[config.mk]
export PLATFORM = sky130hd
export DESIGN_NAME = bus_uart_tx
export DESIGN_NICKNAME = d
export VERILOG_FILES = /design/src/rtl/uart_tx_pkg.sv /design/src/rtl/uart_tx_fifo.sv /design/src/rtl/bus_uart_tx.sv
export SDC_FILE = /design/constraint.sdc
export NUM_CORES = 1
export LEC_CHECK = 0
export BUFFER_PORTS_ARGS = -buffer_cell sky130_fd_sc_hd__buf_2
export CAP_MARGIN = 20
export CELL_PAD_IN_SITES_DETAIL_PLACEMENT = 0
export CELL_PAD_IN_SITES_GLOBAL_PLACEMENT = 2
export CORE_MARGIN = 4
export CORE_UTILIZATION = 42
export DETAILED_ROUTE_END_ITERATION = 10
export GPL_TIMING_DRIVEN = 0
export PLACE_DENSITY_LB_ADDON = 0.1
export REMOVE_ABC_BUFFERS = 1
export SLEW_MARGIN = 15
export SYNTH_ARGS = -nofsm -noshare
export SYNTH_HDL_FRONTEND = slang
export SYNTH_HIERARCHICAL = 1
export SYNTH_SLANG_ARGS = --single-unit
[constraint.sdc]
create_clock -name cpu_clk -period 13.5 [get_ports cpu_clk]
set_input_delay 0.675 -clock cpu_clk [delete_from_list [all_inputs] [get_ports cpu_clk]]
set_output_delay 0.675 -clock cpu_clk [all_outputs]
set_load 0.01 [all_outputs]
[src/rtl/uart_tx_pkg.sv]
// Shared definitions for the memory-mapped UART transmitter: register
// offsets, STATUS/CTRL bit positions, FSM state encoding and small helpers.
package uart_tx_pkg;

    // Word offsets inside the 16-byte register window
    localparam logic [3:0] OFF_TXDATA = 4'h0;
    localparam logic [3:0] OFF_STATUS = 4'h4;
    localparam logic [3:0] OFF_BAUD   = 4'h8;
    localparam logic [3:0] OFF_CTRL   = 4'hC;

    // STATUS bit positions
    localparam int ST_BUSY_BIT  = 0;
    localparam int ST_FULL_BIT  = 1;
    localparam int ST_EMPTY_BIT = 2;
    localparam int ST_OVF_BIT   = 3;
    localparam int ST_CNT_LSB   = 4;

    // CTRL bit positions
    localparam int CTRL_EN_BIT     = 0;
    localparam int CTRL_OVFCLR_BIT = 1;
    localparam int CTRL_PAR_BIT    = 2;

    // Transmitter FSM states
    typedef enum logic [2:0] {
        ST_IDLE   = 3'd0,
        ST_START  = 3'd1,
        ST_DATA   = 3'd2,
        ST_PARITY = 3'd3,
        ST_STOP   = 3'd4
    } tx_state_t;

    // STATUS only has four bits for the fill level, so larger counts clamp
    function automatic logic [3:0] sat_count4(input logic [7:0] cnt);
        return (cnt > 8'd15) ? 4'hF : cnt[3:0];
    endfunction

    // A programmed divisor of zero behaves like one cycle per bit
    function automatic logic [15:0] eff_div(input logic [15:0] div);
        return (div == 16'd0) ? 16'd1 : div;
    endfunction

endpackage

[src/rtl/uart_tx_fifo.sv]
// Synchronous push/pop FIFO feeding the UART transmitter.
// A push while full is accepted only if a pop happens in the same cycle.
module uart_tx_fifo #(
    parameter  int DEPTH = 8,
    parameter  int WIDTH = 8,
    localparam int AW    = $clog2(DEPTH),
    localparam int CW    = AW + 1
) (
    input  logic             i_clk,
    input  logic             i_rst,
    input  logic             i_push,
    input  logic [WIDTH-1:0] i_wdata,
    input  logic             i_pop,
    output logic [WIDTH-1:0] o_rdata,
    output logic             o_full,
    output logic             o_empty,
    output logic [CW-1:0]    o_count
);

    logic [WIDTH-1:0] r_mem [DEPTH];
    logic [AW-1:0]    r_wr_ptr;
    logic [AW-1:0]    r_rd_ptr;
    logic [CW-1:0]    r_count;
    logic             w_do_push;
    logic             w_do_pop;

    assign o_full    = (r_count == CW'(DEPTH));
    assign o_empty   = (r_count == '0);
    assign o_count   = r_count;
    assign o_rdata   = r_mem[r_rd_ptr];
    assign w_do_pop  = i_pop & ~o_empty;
    assign w_do_push = i_push & (~o_full | w_do_pop);

    // Pointer and occupancy bookkeeping; pointers wrap naturally (power-of-two depth)
    always_ff @(posedge i_clk or posedge i_rst) begin
        if (i_rst) begin
            r_wr_ptr <= '0;
            r_rd_ptr <= '0;
            r_count  <= '0;
        end else begin
            if (w_do_push) begin
                r_wr_ptr <= r_wr_ptr + AW'(1);
            end
            if (w_do_pop) begin
                r_rd_ptr <= r_rd_ptr + AW'(1);
            end
            case ({w_do_push, w_do_pop})
                2'b10:   r_count <= r_count + CW'(1);
                2'b01:   r_count <= r_count - CW'(1);
                default: r_count <= r_count;
            endcase
        end
    end

    // Storage array, written only on an accepted push
    always_ff @(posedge i_clk) begin
        if (w_do_push) begin
            r_mem[r_wr_ptr] <= i_wdata;
        end
    end

endmodule

[src/rtl/bus_uart_tx.sv]
// Memory-mapped UART transmitter on the CPU data bus.
// Bytes written to TXDATA are queued in a FIFO and sent 8N1, LSB first.
// Build option: define UART_TX_PARITY_EN to add CTRL[2] even parity (8E1).
module bus_uart_tx
    import uart_tx_pkg::*;
#(
    parameter logic [31:0] BASE_ADDR  = 32'hFFFF_F100,
    parameter int          FIFO_DEPTH = 8,
    parameter logic [15:0] DIV_RESET  = 16'd434
) (
    input  logic        cpu_clk,
    input  logic        cpu_rst,
    input  logic [31:0] Bus_addr,
    input  logic        Bus_we,
    input  logic [31:0] Bus_wdata,
    output logic [31:0] Bus_rdata,
    output logic        uart_txd
);

    localparam int CW = $clog2(FIFO_DEPTH) + 1;

    // Bus decode
    logic        w_hit;
    logic [3:0]  w_off;
    logic        w_wr;
    logic        w_push_req;

    // FIFO interface
    logic        w_pop;
    logic [7:0]  w_fifo_rdata;
    logic        w_full;
    logic        w_empty;
    logic [CW-1:0] w_count;
    logic [7:0]  w_count8;

    // Control/status registers
    logic [15:0] r_baud;
    logic        r_en;
    logic        r_ovf;

    // Transmitter state
    tx_state_t   r_state;
    logic        r_txd;
    logic [15:0] r_cnt;
    logic [15:0] r_div;
    logic [2:0]  r_bit_idx;
    logic [7:0]  r_shift;
    logic        w_bit_end;
    logic        w_busy;
    logic        w_unused;

`ifdef UART_TX_PARITY_EN
    logic        r_par_en;
    logic        r_frame_par;
    logic        r_par_bit;
`endif

    assign w_hit      = (Bus_addr[31:4] == BASE_ADDR[31:4]);
    assign w_off      = Bus_addr[3:0];
    assign w_wr       = Bus_we & w_hit;
    assign w_push_req = w_wr & (w_off == OFF_TXDATA);
    assign w_count8   = 8'(w_count);
    assign w_busy     = (r_state != ST_IDLE);
    assign w_bit_end  = (r_cnt == (r_div - 16'd1));
    assign uart_txd   = r_txd;
    assign w_unused   = ^Bus_wdata[31:16];

    // A byte is taken from the FIFO when idle, or at the very end of a stop
    // bit so the next start bit follows without an idle gap
    assign w_pop = r_en & ~w_empty &
                   ((r_state == ST_IDLE) | ((r_state == ST_STOP) & w_bit_end));

    uart_tx_fifo #(
        .DEPTH (FIFO_DEPTH),
        .WIDTH (8)
    ) u_fifo (
        .i_clk   (cpu_clk),
        .i_rst   (cpu_rst),
        .i_push  (w_push_req),
        .i_wdata (Bus_wdata[7:0]),
        .i_pop   (w_pop),
        .o_rdata (w_fifo_rdata),
        .o_full  (w_full),
        .o_empty (w_empty),
        .o_count (w_count)
    );

    // Register writes: divisor, enable, sticky overflow (set wins over clear)
    always_ff @(posedge cpu_clk or posedge cpu_rst) begin
        if (cpu_rst) begin
            r_baud   <= DIV_RESET;
            r_en     <= 1'b0;
            r_ovf    <= 1'b0;
`ifdef UART_TX_PARITY_EN
            r_par_en <= 1'b0;
`endif
        end else begin
            if (w_wr && (w_off == OFF_BAUD)) begin
                r_baud <= Bus_wdata[15:0];
            end
            if (w_wr && (w_off == OFF_CTRL)) begin
                r_en <= Bus_wdata[CTRL_EN_BIT];
                if (Bus_wdata[CTRL_OVFCLR_BIT]) begin
                    r_ovf <= 1'b0;
                end
`ifdef UART_TX_PARITY_EN
                r_par_en <= Bus_wdata[CTRL_PAR_BIT];
`endif
            end
            if (w_push_req && w_full && !w_pop) begin
                r_ovf <= 1'b1;
            end
        end
    end

    // Combinational read mux; zero outside the window and at unmapped offsets
    always_comb begin
        Bus_rdata = '0;
        if (w_hit) begin
            case (w_off)
                OFF_STATUS: begin
                    Bus_rdata[ST_BUSY_BIT]         = w_busy;
                    Bus_rdata[ST_FULL_BIT]         = w_full;
                    Bus_rdata[ST_EMPTY_BIT]        = w_empty;
                    Bus_rdata[ST_OVF_BIT]          = r_ovf;
                    Bus_rdata[ST_CNT_LSB +: 4]     = sat_count4(w_count8);
                end
                OFF_BAUD: begin
                    Bus_rdata[15:0] = r_baud;
                end
                OFF_CTRL: begin
                    Bus_rdata[CTRL_EN_BIT] = r_en;
`ifdef UART_TX_PARITY_EN
                    Bus_rdata[CTRL_PAR_BIT] = r_par_en;
`endif
                end
                default: Bus_rdata = '0;
            endcase
        end
    end

    // Serializer FSM: each symbol is held for r_div cycles, divisor latched at pop
    always_ff @(posedge cpu_clk or posedge cpu_rst) begin
        if (cpu_rst) begin
            r_state     <= ST_IDLE;
            r_txd       <= 1'b1;
            r_cnt       <= '0;
            r_div       <= 16'd1;
            r_bit_idx   <= '0;
            r_shift     <= '0;
`ifdef UART_TX_PARITY_EN
            r_frame_par <= 1'b0;
            r_par_bit   <= 1'b0;
`endif
        end else begin
            case (r_state)
                ST_IDLE: begin
                    r_txd <= 1'b1;
                    if (w_pop) begin
                        r_shift     <= w_fifo_rdata;
                        r_div       <= eff_div(r_baud);
                        r_cnt       <= '0;
                        r_txd       <= 1'b0;
                        r_state     <= ST_START;
`ifdef UART_TX_PARITY_EN
                        r_frame_par <= r_par_en;
                        r_par_bit   <= ^w_fifo_rdata;
`endif
                    end
                end
                ST_START: begin
                    if (w_bit_end) begin
                        r_cnt     <= '0;
                        r_bit_idx <= '0;
                        r_txd     <= r_shift[0];
                        r_shift   <= {1'b0, r_shift[7:1]};
                        r_state   <= ST_DATA;
                    end else begin
                        r_cnt <= r_cnt + 16'd1;
                    end
                end
                ST_DATA: begin
                    if (w_bit_end) begin
                        r_cnt <= '0;
                        if (r_bit_idx == 3'd7) begin
`ifdef UART_TX_PARITY_EN
                            if (r_frame_par) begin
                                r_txd   <= r_par_bit;
                                r_state <= ST_PARITY;
                            end else begin
                                r_txd   <= 1'b1;
                                r_state <= ST_STOP;
                            end
`else
                            r_txd   <= 1'b1;
                            r_state <= ST_STOP;
`endif
                        end else begin
                            r_bit_idx <= r_bit_idx + 3'd1;
                            r_txd     <= r_shift[0];
                            r_shift   <= {1'b0, r_shift[7:1]};
                        end
                    end else begin
                        r_cnt <= r_cnt + 16'd1;
                    end
                end
                ST_PARITY: begin
`ifdef UART_TX_PARITY_EN
                    if (w_bit_end) begin
                        r_cnt   <= '0;
                        r_txd   <= 1'b1;
                        r_state <= ST_STOP;
                    end else begin
                        r_cnt <= r_cnt + 16'd1;
                    end
`else
                    r_txd   <= 1'b1;
                    r_state <= ST_IDLE;
`endif
                end
                ST_STOP: begin
                    if (w_bit_end) begin
                        r_cnt <= '0;
                        if (w_pop) begin
                            r_shift     <= w_fifo_rdata;
                            r_div       <= eff_div(r_baud);
                            r_txd       <= 1'b0;
                            r_state     <= ST_START;
`ifdef UART_TX_PARITY_EN
                            r_frame_par <= r_par_en;
                            r_par_bit   <= ^w_fifo_rdata;
`endif
                        end else begin
                            r_txd   <= 1'b1;
                            r_state <= ST_IDLE;
                        end
                    end else begin
                        r_cnt <= r_cnt + 16'd1;
                    end
                end
                default: begin
                    r_txd   <= 1'b1;
                    r_state <= ST_IDLE;
                end
            endcase
        end
    end

endmodule

==> results.md, run 1 <==
- Core ar.: around 17000 um^2
- Sink Count: between 100 and 150
- Longest Clk Path Bufs: 2
- DRC violations left: 0
- CTS Hold Buffers Added: 0
- Met3 track demand over resource: 3.66%
- Worst Tran Pin Value: between 1 and 1.5 ns
- Critical path data required time: about 14 ns
- Flops & latches, synth: about 140
- Share of final-layout standard cells stronger than drive strength 1: 28.3%
- H-Tree Depth: 4
- Yosys Warn Count: 6
- Slowest-stage cell, CP: sky130_fd_sc_hd__or4_1
- Data arrival time of the worst path: between 6 and 7 ns
- Peak clock frequency supported by timing: 0.170 GHz
- Worst min path class: input port to async pin
- DP Worst Slack: between 7 and 8 ns
- Number of inserted diodes: 0
- Standard cell area after detailed placement: roughly 7600 um^2
- Number of flops mapped to enable cells by yosys: 64
- Number of nets in the layout: around 710
- Resized cells post-CTS: 0
- Async set or reset register ratio after synthesis: a little over half
- Die X: approximately 140 um
- Die extent in y: ~140 um
- CP cell instances: inv_1, ha_1, inv_1, nor2_1, o311ai_0, nand3_1, or4b_1, or4_1, a21o_1, inv_1, o21ai_2, or2_2, inv_1, ha_1, or2_2, nand3_1, mux2_2, nand3b_1
- Max-slew headroom at the worst pin: between 30 and 40%
- Number of filler cells placed in the layout: about 1.5k
- Most used cell, CP: sky130_fd_sc_hd__inv_1
- Worst-case setup margin in the final layout: roughly 7.6 ns
- Number of instances in the synthesized netlist: 569
- Initial antenna violation count: 0
- Overall routed net length: approximately 16 mm
- Static leakage: about 3.5 nW
- Final setup violation count: 0
- Critical Path Start: r_div[0]
- Met2 demand-to-capacity share in global routing: approximately 26%
- Clock buffers created by TritonCTS: 17
- Biggest fanout along the worst timing path: 30
- Via density per instance: about 5.5
- Detailed-route via count: roughly 4.7k
- DP HPWL: between 10 and 15 mm
- Number of cells in the finished layout apart from fillers: roughly 860
- Final critical-path required period: between 5 and 6 ns
- Global-route wire length before repair: around 25 mm
- Slowest Stage Delay on Critical Path: 0.90 ns
- Number of optimization iterations in the first detailed-route pass: 4
- Power per cell area: 113 nW/um^2
- Type of the worst setup path: flop to flop
- Finished layout cell area: 8260 um^2
- Skew final: around 0.0094 ns
- Iter 0 DRT Violations: roughly 310
- RePlAce Congestion: between 0.8 and 0.9
- Synth area leaders: sky130_fd_sc_hd__edfxtp_1 (27%), sky130_fd_sc_hd__dfrtp_1 (24%), sky130_fd_sc_hd__mux2_2 (6.4%), sky130_fd_sc_hd__mux4_1 (4.4%), sky130_fd_sc_hd__dfstp_2 (2.6%)
- Number of unique standard cell types used by synthesis: 70
- CTS Root Buffer Type: sky130_fd_sc_hd__clkbuf_16
- Top Usage Layer GRT: met2
- Placed Cells: around 830
- Biggest area consumer among synthesized cells: sky130_fd_sc_hd__edfxtp_1
- Most instantiated library cell after synthesis: sky130_fd_sc_hd__dfrtp_1
- Overflow after GRT: 0
- Pin count of the biggest net entering global routing: 60
- Max Transition Viols Final: 0
- Clock slew seen by the registers of the worst setup and hold paths: roughly 0.07 ns
- Top FF cell, synth: sky130_fd_sc_hd__dfrtp_1
- Die Area: 19300 um^2
- Rows: 47
- Unrepaired setup endpoints after global routing: no
- Reg2Reg Launch Point: r_div[0]
- Mean instance size in the synthesized netlist: 12.6 um^2
- Buffer count from post-CTS setup fixing: 0
- Fraction of the yosys area taken by sequential cells: about 53%
- Vias in the first global route: about 4.6k
- Leading cell types by count after synthesis: sky130_fd_sc_hd__dfrtp_1 (68), sky130_fd_sc_hd__edfxtp_1 (64), sky130_fd_sc_hd__mux2_2 (41)
- Count of final hold-check violations: 0
- Status: complete, no violations
- Total standard cell area after synthesis: around 7200 um^2
- Capturing element type of the critical path: flop
- Critical path launch point type: flop
- GR Util All Layers: 16.6%
- Sum of negative setup slack: 0 ns
- TritonCTS clock tree: yes
- Initial core utilization: a little over two fifths
- IO buf count: 67
- Remaining number of nets flagged by the antenna check after routing: 0
- Average wire per cell in the routed design: 18.1 um
- Layout overhead on the synthesized area: 14.9%
- Top Ports: 100
- Peak ir drop on the vdd network: 0.0000818 V
- Clk_lat worst skew: between 0.4 and 0.5 ns
- Max-cap check violation count: 0
- Fraction of synthesized cell area taken by the top area cell type: a little over a quarter
- GR Layer Usage met1: 23.4%
- Crit share post-route: 43.7%
- Overall power of the completed layout: between 0.0009 and 0.001 W
-- area by class of cell --
class                   count  area (um^2)  area share (%)
clock buffers              17          425            5.15
clock inverters            15          189            2.29
inverters                  26          100            1.21
multi-input cells         378         3100            37.5
flip-flops and latches    139         3810            46.1
well taps                 220          275            3.33
repair buffers             69          368            4.45
-- per-layer routing --
layer,wire [um],part of all wire (%),vias up
met1,7270,47,2368
li1,-,-,2253
met3,478,3.1,15
met2,7650,49,75
met4,207,1.3,0
met5,0,0,-
-- worst paths after layout --
| path | to | slack, ns | depth (start not counted) |
|---|---|---|---|
| worst max-delay path | u_fifo/o_count[3] | 7.60 | 18 |
| worst min-delay path | r_baud[3] | 0.15 | 2 |
| worst max register to register | u_fifo/o_count[3] | 7.60 | 18 |
| worst min register to register | uart_txd | 0.48 | 2 |
| max in group asynchronous | r_baud[8] | 12.79 | 3 |
| min in group cpu_clk | uart_txd | 0.48 | 2 |
-- per-stage QoR --
stage | utilization (%) | hold slack (ns)
floorplan | - | 0.460
global placement | 45.5 | 0.454
detailed placement | 45.8 | 0.473
CTS | 49.5 | 0.132
global route | 49.5 | 0.135
finish | 49.5 | 0.150
-- kinds of logic after synthesis --
group	share of synthesized area, %
fa+ha+maj	1.67
mux	16.0
buf+inv	5.03
simple gates	13.3
flops	52.9
compound gates	7.66
other cells	0.0522
xor+xnor	3.41
-- cells in the final DEF, fill, tap and decap left out, types with 5 or more instances in the layout --
cell type,instances
sky130_fd_sc_hd__nor4_1,8
sky130_fd_sc_hd__a31oi_1,23
sky130_fd_sc_hd__a22oi_1,9
sky130_fd_sc_hd__nor2_1,28
sky130_fd_sc_hd__conb_1,16
sky130_fd_sc_hd__dfstp_2,7
sky130_fd_sc_hd__xor2_1,12
sky130_fd_sc_hd__nand2b_1,7
sky130_fd_sc_hd__buf_2,68
sky130_fd_sc_hd__nand4_1,9
sky130_fd_sc_hd__clkbuf_16,17
sky130_fd_sc_hd__nand3_1,15
sky130_fd_sc_hd__and2_1,9
sky130_fd_sc_hd__inv_8,5
sky130_fd_sc_hd__or3_1,5
sky130_fd_sc_hd__nand3b_1,5
sky130_fd_sc_hd__ha_1,8
sky130_fd_sc_hd__mux4_1,12
sky130_fd_sc_hd__nand2_1,26
sky130_fd_sc_hd__mux2_2,41
sky130_fd_sc_hd__o21ai_0,11
sky130_fd_sc_hd__xnor2_1,16
sky130_fd_sc_hd__dfrtp_1,68
sky130_fd_sc_hd__edfxtp_1,64
sky130_fd_sc_hd__inv_1,25
sky130_fd_sc_hd__and3_1,8
sky130_fd_sc_hd__nor3_1,10
sky130_fd_sc_hd__mux2i_1,7
sky130_fd_sc_hd__clkinv_8,5
sky130_fd_sc_hd__mux2_1,8
sky130_fd_sc_hd__a21oi_1,7
sky130_fd_sc_hd__mux2_4,8
-- state kept, by name (all words and copies together) (netlist names) --
signal,count
r_bit_idx,3
r_cnt,16
uart_txd,1
r_shift,8
u_fifo/o_count,4
r_baud,16
r_ovf,1
u_fifo/r_wr_ptr,3
r_en,1
u_fifo/r_mem,64
r_div,16
r_state,3
u_fifo/r_rd_ptr,3
-- power breakdown --
group / switching (W) / leakage, nW / internal [W]
sequential: 0.0000000000325 / 1.58 / 0.000443
combinational: 0.0000129 / 1.61 / 0.00000681
clock: 0.000215 / 0.299 / 0.000253
-- critical path: cells and delay by family, from the launching register on --
| kind | cells | cell delay (ns) |
|---|---|---|
| flip-flops | 1 | 0.56 |
| adder cells (fa/ha/maj) | 2 | 0.58 |
| multiplexers | 1 | 0.34 |
| buffers and inverters | 4 | 0.74 |
| AND/OR/NAND/NOR | 8 | 2.45 |
| AO/OA/AOI/OAI | 3 | 1.15 |
Note: power is estimated with default switching activity, not from simulation.
==> inputs of run 2 (changes only) <==
--- a/config.mk
+++ b/config.mk
@@ -10,7 +10,7 @@
 export CELL_PAD_IN_SITES_DETAIL_PLACEMENT = 0
 export CELL_PAD_IN_SITES_GLOBAL_PLACEMENT = 2
 export CORE_MARGIN = 4
-export CORE_UTILIZATION = 42
+export CORE_UTILIZATION = 35
 export DETAILED_ROUTE_END_ITERATION = 10
 export GPL_TIMING_DRIVEN = 0
 export PLACE_DENSITY_LB_ADDON = 0.1
==> constraint.sdc (replaced) <==
create_clock -name cpu_clk -period 5.13 [get_ports cpu_clk]
set_input_delay 0.2565 -clock cpu_clk [delete_from_list [all_inputs] [get_ports cpu_clk]]
set_output_delay 0.2565 -clock cpu_clk [all_outputs]
set_load 0.01 [all_outputs]
==> run 2 against run 1 <==
Effect of this change: cell area grew 1.9%; non-clock buffer count grew 8; critical endpoint is now u_fifo/r_mem[3][5]; count of clock-buffer cells in the layout is the same; global-route usage fell by 1.1 points; routed wire length rose by 6.4%; hold slack worse by 0.079 ns; highest routed layer unchanged.
==> results.md, run 2 (synthesis results as in run 1) <==
- Final critical-path required period: 4.84 ns (was 5.90 ns)
- Pin count of the biggest net entering global routing: 35 (was 60)
- Combined area of the multi-input logic cells: 3140 um^2 (was 3100 um^2)
- Most frequent cells in the layout: sky130_fd_sc_hd__buf_2 (68), sky130_fd_sc_hd__dfrtp_1 (68), sky130_fd_sc_hd__edfxtp_1 (64) (unchanged)
- Max-slew headroom at the worst pin: 29.1% (was 30.1%)
- Capturing element type of the critical path: flop (unchanged)
- Top Ports: 100 (unchanged)
- Critical path launch point type: flop (unchanged)
- GR Util All Layers: 15.5% (was 16.6%)
- Clk_lat worst skew: 0.42 ns (about the same)
- Number of cells in the finished layout apart from fillers: 923 (was 864)
- Skew final: 0.0153 ns (was 0.00943 ns)
- Family with the most delay on the worst path: simple AND/OR/NAND/NOR gates (unchanged)
- Layout overhead on the synthesized area: 17.1% (was 14.9%)
- Slowest Stage Delay on Critical Path: 0.74 ns (was 0.90 ns)
- Via density per instance: 5.16 (was 5.45)
- Number of nets in the layout: 716 (was 707)
- Biggest fanout along the worst timing path: 10 (was 30)
- Critical path data required time: 5.17 ns (was 13.85 ns)
- Sum of negative setup slack: 0 ns (unchanged)
- Peak ir drop on the vdd network: 0.000186 V (was 0.0000818 V)
- Placed Cells: 884 (was 832)
- Vias in the first global route: 4884 (was 4627)
- CTS Root Buffer Type: sky130_fd_sc_hd__clkbuf_16 (unchanged)
- Data arrival time of the worst path: 4.88 ns (was 6.25 ns)
- Static leakage: 3.50 nW (was 3.49 nW)
- Overall routed net length: 16.6 mm (was 15.6 mm)
- Iter 0 DRT Violations: 164 (was 308)
- IO buf count: 67 (unchanged)
- Die Area: 22900 um^2 (was 19300 um^2)
- Sink Count: 139 (unchanged)
- H-Tree Depth: 4 (unchanged)
- TritonCTS clock tree: yes (unchanged)
- CP cell instances: inv_1, ha_2, inv_2, nor2_1, o311ai_0, nand3_1, or4b_1, or4_4, a21o_4, clkinvlp_4, nand2b_1, o21a_1, nand2_1, nor2_1 (was inv_1, ha_1, inv_1, nor2_1, o311ai_0, nand3_1, or4b_1, or4_1, a21o_1, inv_1, o21ai_2, or2_2, inv_1, ha_1, or2_2, nand3_1, mux2_2, nand3b_1)
- Average wire per cell in the routed design: 18.0 um (was 18.1 um)
- Max-cap check violation count: 0 (unchanged)
- Remaining number of nets flagged by the antenna check after routing: 0 (unchanged)
- WHS: 0.0710 ns (was 0.150 ns)
- Number of filler cells placed in the layout: 1924 (was 1481)
- Sequential Area: 3810 um^2 (unchanged)
- Clock buffers created by TritonCTS: 17 (unchanged)
- Power per cell area: 289 nW/um^2 (was 113 nW/um^2)
- Longest Clk Path Bufs: 2 (unchanged)
- Type of the worst setup path: flop to flop (unchanged)
- DP HPWL: 11.7 mm (was 10.9 mm)
- Max FFs per register: 64 (unchanged)
- Crit share post-route: 94.3% (was 43.7%)
- Count of final hold-check violations: 0 (unchanged)
- Top reg by flops: u_fifo/r_mem (unchanged)
- Reg-to-reg setup timing slack: 0.29 ns (was 7.60 ns)
- Status: complete, no violations (unchanged)
- Initial antenna violation count: 0 (unchanged)
- Global-route wire length before repair: 27.0 mm (was 25.5 mm)
- Clock slew seen by the registers of the worst setup and hold paths: 0.07 ns (about the same)
- Rows: 52 (was 47)
- Unrepaired setup endpoints after global routing: no (unchanged)
- Initial core utilization: 35.5% (was 43.1%)
- Final setup violation count: 0 (unchanged)
- Peak clock frequency supported by timing: 0.207 GHz (was 0.170 GHz)
- Worst Tran Pin Value: 1.06 ns (was 1.05 ns)
- Worst path buffer plus inverter count: 3 (was 4)
- Max Transition Viols Final: 0 (unchanged)
- DRC violations left: 0 (unchanged)
- Overflow after GRT: 0 (unchanged)
- Die X: 151 um (was 139 um)
- Core ar.: 20200 um^2 (was 16700 um^2)
- Die extent in y: 151 um (was 139 um)
- Number of inserted diodes: 0 (unchanged)
- Share of final-layout standard cells stronger than drive strength 1: 30.6% (was 28.3%)
- Most used cell, CP: sky130_fd_sc_hd__nor2_1 (was sky130_fd_sc_hd__inv_1)
- Number of optimization iterations in the first detailed-route pass: 4 (unchanged)
- Detailed-route via count: 4764 (was 4711)
- Worst min path class: input port to flop (was input port to async pin)
- Slowest-stage cell, CP: sky130_fd_sc_hd__nor2_1 (was sky130_fd_sc_hd__or4_1)
- RePlAce Congestion: 0.757 (was 0.808)
==> run 2: cell count changes in the layout (fill, tap and decap cells not counted), sizes merged <==
cell	delta
buf	+7
clkinv	+1
clkinvlp	+3
dlygate4sd3	+1
inv	-4
or4	+1
==> run 2: final cells by class <==
cell class / instances / area share [%]
clock buffer: 17 / 5.05
clock inverter: 15 / 2.13
inverter: 26 / 1.23
multi-input combinational: 379 / 37.3
sequential: 139 / 45.2
tap: 270 / 4.01
timing repair buffer: 77 / 5.02
==> run 2: worst paths after layout <==
check | startpoint | to | cells after the start
worst min-delay path | Bus_wdata[10] | r_baud[10] | 2
min in group asynchronous | cpu_rst | u_fifo/o_count[0] | 3
worst min register to register | uart_txd | uart_txd | 2
max in group asynchronous | cpu_rst | uart_txd | 4
worst max-delay path | r_div[0] | u_fifo/r_mem[3][5] | 14
worst max register to register | r_div[0] | u_fifo/r_mem[3][5] | 14
==> run 2: repair_timing <==
item,CTS,global route
cloned,1,0
endpoints found under the setup margin,67,36
gates resized for setup,8,5
pin swaps,0,2
hold endpoints to repair,39,0
hold buffers,1,0
setup buffers,1,4
==> run 2: metal layers <==
metal	global-route usage (%)	share of wire, %	vias up
met5	0	0	-
met4	5.21	2.0	0
met2	23.8	46	79
li1	-	-	2268
met3	3.41	3.7	18
met1	21.7	48	2399
==> run 2: metrics by stage <==
| step | util [%] | worst slack [ns] | total power, W | area (um^2) |
|---|---|---|---|---|
| detailed placement | 38.1 | -0.843 | 0.00124 | 7720 |
| CTS | 41.4 | 0.106 | 0.00247 | 8370 |
| finish | 41.6 | 0.293 | 0.00243 | 8420 |
| global route | 41.6 | 0.00769 | 0.00252 | 8420 |
| global placement | 37.8 | -1.21 | 0.00124 | 7660 |
| floorplan | - | 0.0328 | 0.00121 | 6980 |
==> run 2: power by group <==
group | leakage (nW) | internal [W] | switching (W) | total, W
clock network | 0.285 | 0.000655 | 0.000556 | 0.00121
logic | 1.64 | 0.0000177 | 0.0000342 | 0.0000520
registers | 1.58 | 0.00117 | 0.0000000000877 | 0.00117
==> inputs of run 3 (changes only) <==
--- a/config.mk
+++ b/config.mk
@@ -9,7 +9,6 @@
 export CAP_MARGIN = 20
 export CELL_PAD_IN_SITES_DETAIL_PLACEMENT = 0
 export CELL_PAD_IN_SITES_GLOBAL_PLACEMENT = 2
-export CORE_MARGIN = 4
 export CORE_UTILIZATION = 35
 export DETAILED_ROUTE_END_ITERATION = 10
 export GPL_TIMING_DRIVEN = 0
==> run 3 against run 2 <==
Effect of this change: routed wire length is 0.30% higher; global-route usage is 0.80 points higher; cell count is 0.54% higher; sequential cell count stayed put; die area is 7.8% lower; largest power group unchanged; clock skew is 0.00089 ns higher; maximum frequency is 0.13% higher; non-clock buffer count is 5 higher; total power is 1.3% higher.
==> results.md, run 3 (synthesis results as in run 1) <==
- Status: complete, no violations (unchanged)
- Type of the worst setup path: flop to flop (unchanged)
- Skew final: 0.0162 ns (was 0.0153 ns)
- Critical path data required time: 5.49 ns (was 5.17 ns)
- Slowest Stage Delay on Critical Path: 0.60 ns (was 0.74 ns)
- Biggest fanout along the worst timing path: 10 (unchanged)
- DP Worst Slack: -0.821 ns (was -0.843 ns)
- Capturing element type of the critical path: flop (unchanged)
- Internal power consumption: 0.00185 W (was 0.00184 W)
- Clock slew seen by the registers of the worst setup and hold paths: 0.07 ns (about the same)
- Detailed-route via count: 4831 (was 4764)
- Peak ir drop on the vdd network: 0.000192 V (was 0.000186 V)
- Die Area: 21100 um^2 (was 22900 um^2)
- CTS Root Buffer Type: sky130_fd_sc_hd__clkbuf_16 (unchanged)
- Share of power burned in registers: 47.4% (was 48.0%)
- Reg2reg path depth: 18 (was 14)
- Peak clock frequency supported by timing: 0.207 GHz (about the same)
- Crit share post-route: 94.2% (was 94.3%)
- Count of final hold-check violations: 0 (unchanged)
- Final setup violation count: 0 (unchanged)
- Number of nets in the layout: 721 (was 716)
- Remaining number of nets flagged by the antenna check after routing: 0 (unchanged)
- Overall routed net length: 16.7 mm (was 16.6 mm)
- Initial antenna violation count: 0 (unchanged)
- Longest Clk Path Bufs: 2 (unchanged)
- Sink Count: 139 (unchanged)
- Worst-case setup margin in the final layout: 0.299 ns (was 0.293 ns)
- H-Tree Depth: 4 (unchanged)
- DP HPWL: 11.4 mm (was 11.7 mm)
- Unrepaired setup endpoints after global routing: no (unchanged)
- Share of final-layout standard cells stronger than drive strength 1: 31.2% (was 30.6%)
- Layout overhead on the synthesized area: 17.8% (was 17.1%)
- Max-slew headroom at the worst pin: 31.6% (was 29.1%)
- DRC violations left: 0 (unchanged)
- WHS: 0.0641 ns (was 0.0710 ns)
- Clk_lat worst skew: 0.43 ns (was 0.42 ns)
- Max Transition Viols Final: 0 (unchanged)
- Data arrival time of the worst path: 5.19 ns (was 4.88 ns)
- Iter 0 DRT Violations: 192 (was 164)
- Worst min path class: input port to flop (unchanged)
- TritonCTS clock tree: yes (unchanged)
- Critical path launch point type: flop (unchanged)
- Family with the most delay on the worst path: simple AND/OR/NAND/NOR gates (unchanged)
- Top reg by flops: u_fifo/r_mem (unchanged)
- Pin count of the biggest net entering global routing: 59 (was 35)
- Placed Cells: 884 (unchanged)
- Combinational share of power: 2.1% (about the same)
- Slowest-stage cell, CP: sky130_fd_sc_hd__or4_4 (was sky130_fd_sc_hd__nor2_1)
- Switching Fraction: 24.8% (was 24.3%)
- Clock group share of total power: 50.5% (was 49.9%)
- Core ar.: 20200 um^2 (about the same)
- IO buf count: 67 (unchanged)
- Worst hold path stage count: 2 (unchanged)
- Sum of negative setup slack: 0 ns (unchanged)
- Number of optimization iterations in the first detailed-route pass: 5 (was 4)
- Clock buffers created by TritonCTS: 17 (unchanged)
- Static leakage: 3.54 nW (was 3.50 nW)
- Final critical-path required period: 4.83 ns (was 4.84 ns)
- RePlAce Congestion: 0.791 (was 0.757)
- Number of cells on the critical path: 18 (was 14)
- Number of cells in the finished layout apart from fillers: 928 (was 923)
- Global-route wire length before repair: 26.5 mm (was 27.0 mm)
- GR Util All Layers: 16.3% (was 15.5%)
- Die X: 145 um (was 151 um)
- Number of inserted diodes: 0 (unchanged)
- Worst Tran Pin Value: 1.03 ns (was 1.06 ns)
- Rows: 52 (unchanged)
- Max FFs per register: 64 (unchanged)
- CP cell instances: inv_1, ha_2, inv_2, nor2_1, o311ai_0, nand3_1, or4b_1, or4_4, a21o_4, clkinvlp_4, o21ai_2, or2_2, inv_1, ha_1, or2_2, a21oi_1, mux2i_1, nand3b_1 (was inv_1, ha_2, inv_2, nor2_1, o311ai_0, nand3_1, or4b_1, or4_4, a21o_4, clkinvlp_4, nand2b_1, o21a_1, nand2_1, nor2_1)
- Initial core utilization: 35.7% (was 35.5%)
- Vias in the first global route: 4820 (was 4884)
- Most frequent cells in the layout: sky130_fd_sc_hd__buf_2 (68), sky130_fd_sc_hd__dfrtp_1 (67), sky130_fd_sc_hd__edfxtp_1 (64) (was sky130_fd_sc_hd__buf_2 (68), sky130_fd_sc_hd__dfrtp_1 (68), sky130_fd_sc_hd__edfxtp_1 (64))
- Switching Power: 0.000610 W (was 0.000591 W)
- Average wire per cell in the routed design: 18.0 um (about the same)
- Top Ports: 100 (unchanged)
- Overflow after GRT: 0 (unchanged)
- Max-cap check violation count: 0 (unchanged)
- Power per cell area: 290 nW/um^2 (was 289 nW/um^2)
- Die extent in y: 145 um (was 151 um)
- Via density per instance: 5.21 (was 5.16)
- Most common cell after layout, fill and taps aside: sky130_fd_sc_hd__buf_2
- Worst path buffer plus inverter count: 4 (was 3)
run 3: area by class of cell:
class	instances	area [um^2]
repair buffers	82	468
flip-flops and latches	139	3810
clock buffers	17	425
clock inverters	15	189
inverters	26	104
multi-input cells	379	3140
fillers	1942	11700
well taps	270	338
run 3: timing repair:
item	CTS	global route
cloned	0	1
gates resized for setup	8	5
hold endpoints to repair	17	0
hold buffers	1	0
pin swaps	1	3
endpoints found under the setup margin	67	54
setup buffers	0	10
run 3: worst paths after layout:
check,to,slack [ns],start
max,u_fifo/o_count[3],0.30,r_div[0]
min,r_baud[11],0.06,Bus_wdata[11]
max reg2reg,u_fifo/o_count[3],0.30,r_div[0]
min reg2reg,uart_txd,0.47,uart_txd
max in group asynchronous,uart_txd,4.26,cpu_rst
min in group asynchronous,r_baud[6],0.28,cpu_rst
run 3: power by group through the flow:
stage,Combinational (W),Clock [W],Sequential (W)
floorplan,0.0000176,0,0.00119
global placement,0.0000498,0,0.00119
detailed placement,0.0000541,0,0.00119
CTS,0.0000549,0.00127,0.00117
global route,0.0000603,0.00132,0.00117
finish,0.0000528,0.00124,0.00117
run 3: through the flow:
stage | instance area (um^2) | power, W | utilization (%)
6_report | 8470 | 0.00246 | 42.0
5_1_grt | 8470 | 0.00254 | 42.0
4_1_cts | 8370 | 0.00249 | 41.5
3_5_place_dp | 7730 | 0.00124 | 38.3
3_3_place_gp | 7660 | 0.00124 | 38.0
2_1_floorplan | 6980 | 0.00121 | -
run 3: metal layers:
metal | global-route usage (%) | vias to the layer above | share of wire [%]
li1 | - | 2274 | -
met1 | 22.8 | 2443 | 49
met2 | 25.2 | 97 | 46
met3 | 3.17 | 17 | 3.6
met4 | 5.74 | 0 | 1.5
met5 | 0 | - | 0
